### config.mk
export PLATFORM = sky130hd
export DESIGN_NAME = servo_pwm_gen
export DESIGN_NICKNAME = d
export VERILOG_FILES = /design/src/rtl/servo_pwm_gen.sv
export SDC_FILE = /design/constraint.sdc
export NUM_CORES = 1
export LEC_CHECK = 0
export BUFFER_PORTS_ARGS = -buffer_cell sky130_fd_sc_hd__buf_2
export CORE_ASPECT_RATIO = 0.7
export CORE_MARGIN = 2
export CORE_UTILIZATION = 35
export DETAILED_ROUTE_END_ITERATION = 6
export PLACE_DENSITY = 0.55
export REMOVE_ABC_BUFFERS = 1
export SLEW_MARGIN = 20
export SYNTH_ARGS = -nofsm -noshare
export SYNTH_HDL_FRONTEND = slang
export SYNTH_SLANG_ARGS = --single-unit
### constraint.sdc
create_clock -name SYS_CLK -period 3.49 [get_ports SYS_CLK]
set_clock_uncertainty 0.05 [all_clocks]
set_input_delay 0.698 -clock SYS_CLK [delete_from_list [all_inputs] [get_ports SYS_CLK]]
set_output_delay 0.698 -clock SYS_CLK [all_outputs]
set_load 0.03 [all_outputs]
### src/rtl/servo_pwm_gen.sv
// Four-channel servo PWM generator: a microsecond prescaler drives a period counter,
// and per-channel high-times/enables are shadowed at each period wrap so pulses never glitch.
module servo_pwm_gen #(
  parameter int CLK_DIV = 48,
  parameter int PERIOD  = 20000
) (
  input  logic        SYS_CLK,
  input  logic        RST,
  input  logic [15:0] servo_pwm0_high,
  input  logic [15:0] servo_pwm1_high,
  input  logic [15:0] servo_pwm2_high,
  input  logic [15:0] servo_pwm3_high,
  input  logic [3:0]  servo_en,
  output logic [3:0]  SERVO_OUT,
  output logic        frame_sync
);

  localparam int PW = (CLK_DIV > 1) ? $clog2(CLK_DIV) : 1;
  localparam logic [PW-1:0] PRESC_MAX = PW'(CLK_DIV - 1);
  localparam logic [15:0]   PCNT_MAX  = 16'(PERIOD - 1);

  logic [PW-1:0] presc;
  logic [15:0]   pcnt;
  logic [15:0]   hi_sh [4];
  logic [3:0]    en_sh;
  logic [15:0]   hi_in [4];
  logic [3:0]    cmp;
  logic          tick;
  logic          wrap;

  assign hi_in[0] = servo_pwm0_high;
  assign hi_in[1] = servo_pwm1_high;
  assign hi_in[2] = servo_pwm2_high;
  assign hi_in[3] = servo_pwm3_high;

  assign tick = (presc == PRESC_MAX);
  assign wrap = tick && (pcnt == PCNT_MAX);

  always_comb begin
    cmp = '0;
    for (int n = 0; n < 4; n++) begin
      cmp[n] = (pcnt < hi_sh[n]);
    end
  end

  always_ff @(posedge SYS_CLK) begin
    if (RST) begin
      presc <= '0;
      pcnt  <= '0;
    end else begin
      presc <= tick ? '0 : presc + PW'(1);
      if (tick) begin
        pcnt <= wrap ? 16'd0 : pcnt + 16'd1;
      end
    end
  end

  // Shadows change only on the wrap cycle, so the new values govern the whole next period.
  always_ff @(posedge SYS_CLK) begin
    if (RST) begin
      for (int n = 0; n < 4; n++) begin
        hi_sh[n] <= '0;
      end
      en_sh <= '0;
    end else if (wrap) begin
      for (int n = 0; n < 4; n++) begin
        hi_sh[n] <= hi_in[n];
      end
      en_sh <= servo_en;
    end
  end

  always_ff @(posedge SYS_CLK) begin
    if (RST) begin
      SERVO_OUT  <= '0;
      frame_sync <= 1'b0;
    end else begin
      SERVO_OUT  <= en_sh & cmp;
      frame_sync <= wrap;
    end
  end

endmodule
Word-level counts from Yosys, hierarchy flattened:

Memory sizes are Yosys's and may differ from the RTL's.
Cells that the tools add are included.

* bits in writable memories: 64
* input bits: 70
* word-level logic and storage cells: 31
* register bits: 31
* output and inout port bits: 5
* memories kept: 1

* $lt $le $gt $ge: 4
* bitwise logic cells: 5
* equality and inequality tests: 2
* add/subtract/negate cells: 2
* multiplexer cells: 10
* reduce and logical (&&, ||, !) cells: 2

Memories
* hi_sh: words 4, width 16, rd ports 4, clocked after memory_dff 0, wr ports 4, line 24 `logic [15:0] hi_sh [4];`

Operators with widths (count)
* $mux 16: 5
* $lt 16x16->1: 4
* $add 16x1->16 const B: 1
* $eq 16x15->1 const B: 1
* $add 6x1->6 const B: 1
* $eq 6x6->1 const B: 1
* $mux 1: 5
* $and 4x4->4: 1
* $or 1x1->1: 4
* $reduce_or 2->1: 1
* $logic_and 1x1->1: 1

Logic depth before layout (Yosys ltp):

* depth after elaboration: 6
* gate-level depth with buffers: 8
* gate-level depth less buffers: 6

Least setup slack after synthesis:

No wires, ideal clock.

* path type: reg2reg
* start point: register pcnt[11]
* end point: memory hi_sh[0][0] (enable)
* data required time: 2.995 ns
* period minus slack after synthesis: 3.426 ns
* cell stages (with the launch flop): 5
* slack: 0.064 ns
* library setup time: 0.445 ns
* buffers on the path: 1
* arrival: 2.931 ns
* path through: dfxtp_1 -> clkbuf_1 -> nor4b_1 -> nand4b_1 -> o21ai_2

RTL lines
* start: declaration: line 23 `logic [15:0] pcnt;`
* start signal: assignment: line 53 `pcnt <= wrap ? 16'd0 : pcnt + 16'd1;`
* end: declaration: line 24

==> summary by stage <==
Status
The flow ran to the end, and the final reports show no timing, DRC or antenna violations.

Place
The pre-CTS setup slack is 1.101 ns. The number of input and output port buffers inserted is 74. The instance count after placement with tap cells included is 750. The total cell area at the placement stage is around 6000 sq um. The final estimated routing congestion in global placement is a little under 0.8. Detailed placement finished with a half-perimeter wire length of roughly 7800 um.

Routing
The number of iterations in the first detailed-routing pass is 4. The final route contains 3,708 vias. The detailed router finished its first iteration with around 220 violations. The number of nets with antenna violations after routing is 0. For this block, the routed nets add up to around 11,000 um of wire. After detailed routing, the average wire length per cell comes to between 10 and 15 um.

The residual DRC count is 0. After detailed routing, the number of vias per cell comes to approximately 4.8.

STA
Adding up every negative setup slack in the final design gives 0 ns. The actual transition at the worst max-transition pin is between 0.8 and 0.9 ns. The routed design could run at a clock period as short as roughly 2.4 ns. The headroom to the max-slew limit is 0.4420. The final-report hold violation count is 0.

Setup violations remaining at the end of the flow were counted as 0. Setup repair after global routing left no endpoint under its margin. After layout, the worst setup slack is 1.119 ns.

The max-slew violation count is 0. For this run, the top clock speed supported by timing is ~420 MHz. The post-route fraction of the period consumed by the critical path is 0.6793. The tightest hold path in the finished design has a slack of 0.4002 ns.

Global route
The most utilized layer in the global route result is met2. For this run, the total global-route usage over all layers was measured as 0.1454. The met1 usage is 0.1906. The pin count of the biggest net entering global routing is 66. The number of antenna violations at the first check in global routing is 0.

After global routing the overflow that remains totals 0. For met2 alone, demand over resource in global routing was 0.2347. For this run, global-route usage on met3 was measured as 0.04085. The number of global-route vias before repair was between 3,000 and 4,000. The wire length of the first global-routing pass is 17,790 um.

Clock network
TritonCTS built the clock tree. The buffer depth of the longest clock path is 2. The quantity of gates resized following cts is 0. At the later pin of the worst-skew pair, clock insertion delay measures about 0.36 ns. The number of clock buffers inserted by TritonCTS is 9. The H-tree generated during clock tree synthesis spans 3 levels.

The clock tree root driver cell is sky130_fd_sc_hd__clkbuf_16. The clock drives 95 sinks. The clock-pin slew on the worst setup and hold paths is 0.06 ns. Buffers inserted to repair hold after CTS numbered 0. Buffers added to address setup during post-CTS repair amount to 0.

Logic synthesis
The synthesized design contains 95 register bits. The sequential-to-total area share from yosys stat is 0.4831. The count of mapped cells out of synthesis is between 400 and 500. The share of the synthesized area in the top cell type is 0.3652. The number of synthesized flops with an enable pin is 64. The count of warnings emitted by yosys is 0. The average instance in the mapped netlist occupies 10.72 sq um.

The count of unique library cells instantiated by Yosys is 44. The mapped netlist covers roughly 5300 sq um. In the post-synthesis netlist, the biggest area contributors are sky130_fd_sc_hd__edfxtp_1 37%, sky130_fd_sc_hd__ha_1 15%, sky130_fd_sc_hd__dfxtp_1 12%. The main flop type after synthesis is sky130_fd_sc_hd__edfxtp_1. The library cell occupying the most area in the post-synthesis netlist is sky130_fd_sc_hd__edfxtp_1. Counting flops with an async set or reset pin after synthesis yields a share of 0.

Critical path
The element type at the critical path end is a flop. The worst endpoint data arrival time is roughly 2.3 ns. The first element of the critical path is pcnt[11]. The startpoint identified for the worst register-to-register timing path is pcnt[11]. The setup path with the least slack is of type flop to flop. The largest fanout on the critical path is 35.

The startpoint kind of the worst setup timing path is a flop. STA puts the critical path data required time at 3.44 ns.

Finish
Leaving out filler cells and counting taps, the final layout contains about 770. For this run, the share of the core covered by cells in the final layout is 0.4194. In the layout the commonest cells are 74 x sky130_fd_sc_hd__buf_2, 65 x sky130_fd_sc_hd__and2_1, 64 x sky130_fd_sc_hd__edfxtp_1. Leaving out fill and tap cells, the most frequent cell in the layout is sky130_fd_sc_hd__buf_2. The final layout contains between 600 and 700 nets. The layout overhead on the synthesized area is 16.95%. The final-layout fill cell count is ~1,400. 0 antenna diodes ended up in the layout. The fraction of layout cells with a size suffix above 1 is 0.1681. The post-route cell area is approximately 6200 sq um.

Power
The share of total power dissipated in sequential elements is 0.516. For this design the static power due to leakage is about 2.8 nW. Of the total power, the clock network draws 0.438. The maximum ir drop on the vdd rail is between 0.2 and 0.25 mV.

Summing internal, switching and leakage power gives roughly 2.4 mW. The switching part of the total is 0.2055. The total net switching power is 0.4929 mW. The power per unit of standard cell area is about 400 nW/um^2. Cell internal power was estimated by the tool at 1.906 mW. The part of the power in combinational logic is 0.046.

Floorplan
The die is 150.6 um wide. In this run the vertical extent of the chip is around 110 um. The number of top-level pins is between 70 and 80. For this configuration, the core starts out at a cell density of 0.3586.

The floorplan step defined a die boundary enclosing ~16,000 sq um. The region available for standard cell placement spans about 15,000 sq um. The initialized floorplan defines 37 standard-cell rows.

Worst hold path
The class of the most critical hold timing path is flop to flop. The worst hold path begins at presc[0].

Run
The tool flagged a number of max-cap violations equal to 0.
per-layer routing:
metal	part of all wire	routed length, um	up-vias
met5	0	0	-
met4	0.0086	94	0
met3	0.043	472	7
met2	0.47	5124	81
met1	0.48	5207	1729
li1	-	-	1891
logic make-up (layout without fill, tap and decap cells):
logic type | count (synthesis) | after routing | share of synthesized area
mux | 5 | 5 | 0.009511
xor+xnor | 13 | 13 | 0.02164
buf+inv | 76 | 156 | 0.05896
compound gates | 57 | 57 | 0.07418
fa+ha+maj | 62 | 62 | 0.1474
simple gates | 183 | 183 | 0.2052
flops | 95 | 95 | 0.4831
cells in the mapped netlist, drive strengths merged (6+ instances only):
cell / count
a211o: 8
a21o: 6
a21oi: 17
and2: 65
buf: 8
dfxtp: 31
edfxtp: 64
ha: 62
inv: 63
nand2: 18
nand3: 15
nand4: 20
nor2: 27
nor3: 6
xnor2: 9
area by class of cell:
cell class | instances | area [sq um] | share of cell area
Timing Repair Buffer | 77 | 392.9 | 0.06383
Inverter | 63 | 236.5 | 0.03842
Sequential cell | 95 | 2542 | 0.4131
Multi-Input combinational cell | 320 | 2426 | 0.3942
Clock inverter | 6 | 83.83 | 0.01362
Clock buffer | 10 | 229.0 | 0.03720
Tap cell | 195 | 244.0 | 0.03964
flip-flops by register name, indices dropped and copies added (netlist names):
signal	cells
en_sh	4
hi_sh	64
presc	6
frame_sync	1
pcnt	16
SERVO_OUT	4
worst max-delay path, stage by stage, from the launching register on:
cell                       delay, ns
sky130_fd_sc_hd__dfxtp_1        0.70
sky130_fd_sc_hd__nor4b_1        0.35
sky130_fd_sc_hd__nand4b_1       0.27
sky130_fd_sc_hd__o21ai_4        0.20
sky130_fd_sc_hd__buf_4          0.43
path summary, 6_finish.rpt:
kind,depth (start not counted),to,slack [ns]
hold / removal,1,presc[0],0.40
setup reg to reg,4,hi_sh[3][2],1.12
setup / recovery,4,hi_sh[3][2],1.12
hold reg to reg,1,presc[0],0.40
power by group through the flow:
| stage | Clock [mW] | Combinational, mW | Sequential [mW] |
|---|---|---|---|
| 2_1_floorplan | 0 | 0.0552 | 1.26 |
| 3_3_place_gp | 0 | 0.108 | 1.26 |
| 3_5_place_dp | 0 | 0.114 | 1.26 |
| 4_1_cts | 1.08 | 0.115 | 1.24 |
| 5_1_grt | 1.12 | 0.129 | 1.24 |
| 6_report | 1.05 | 0.111 | 1.24 |
(Power assumes the default switching activity.)
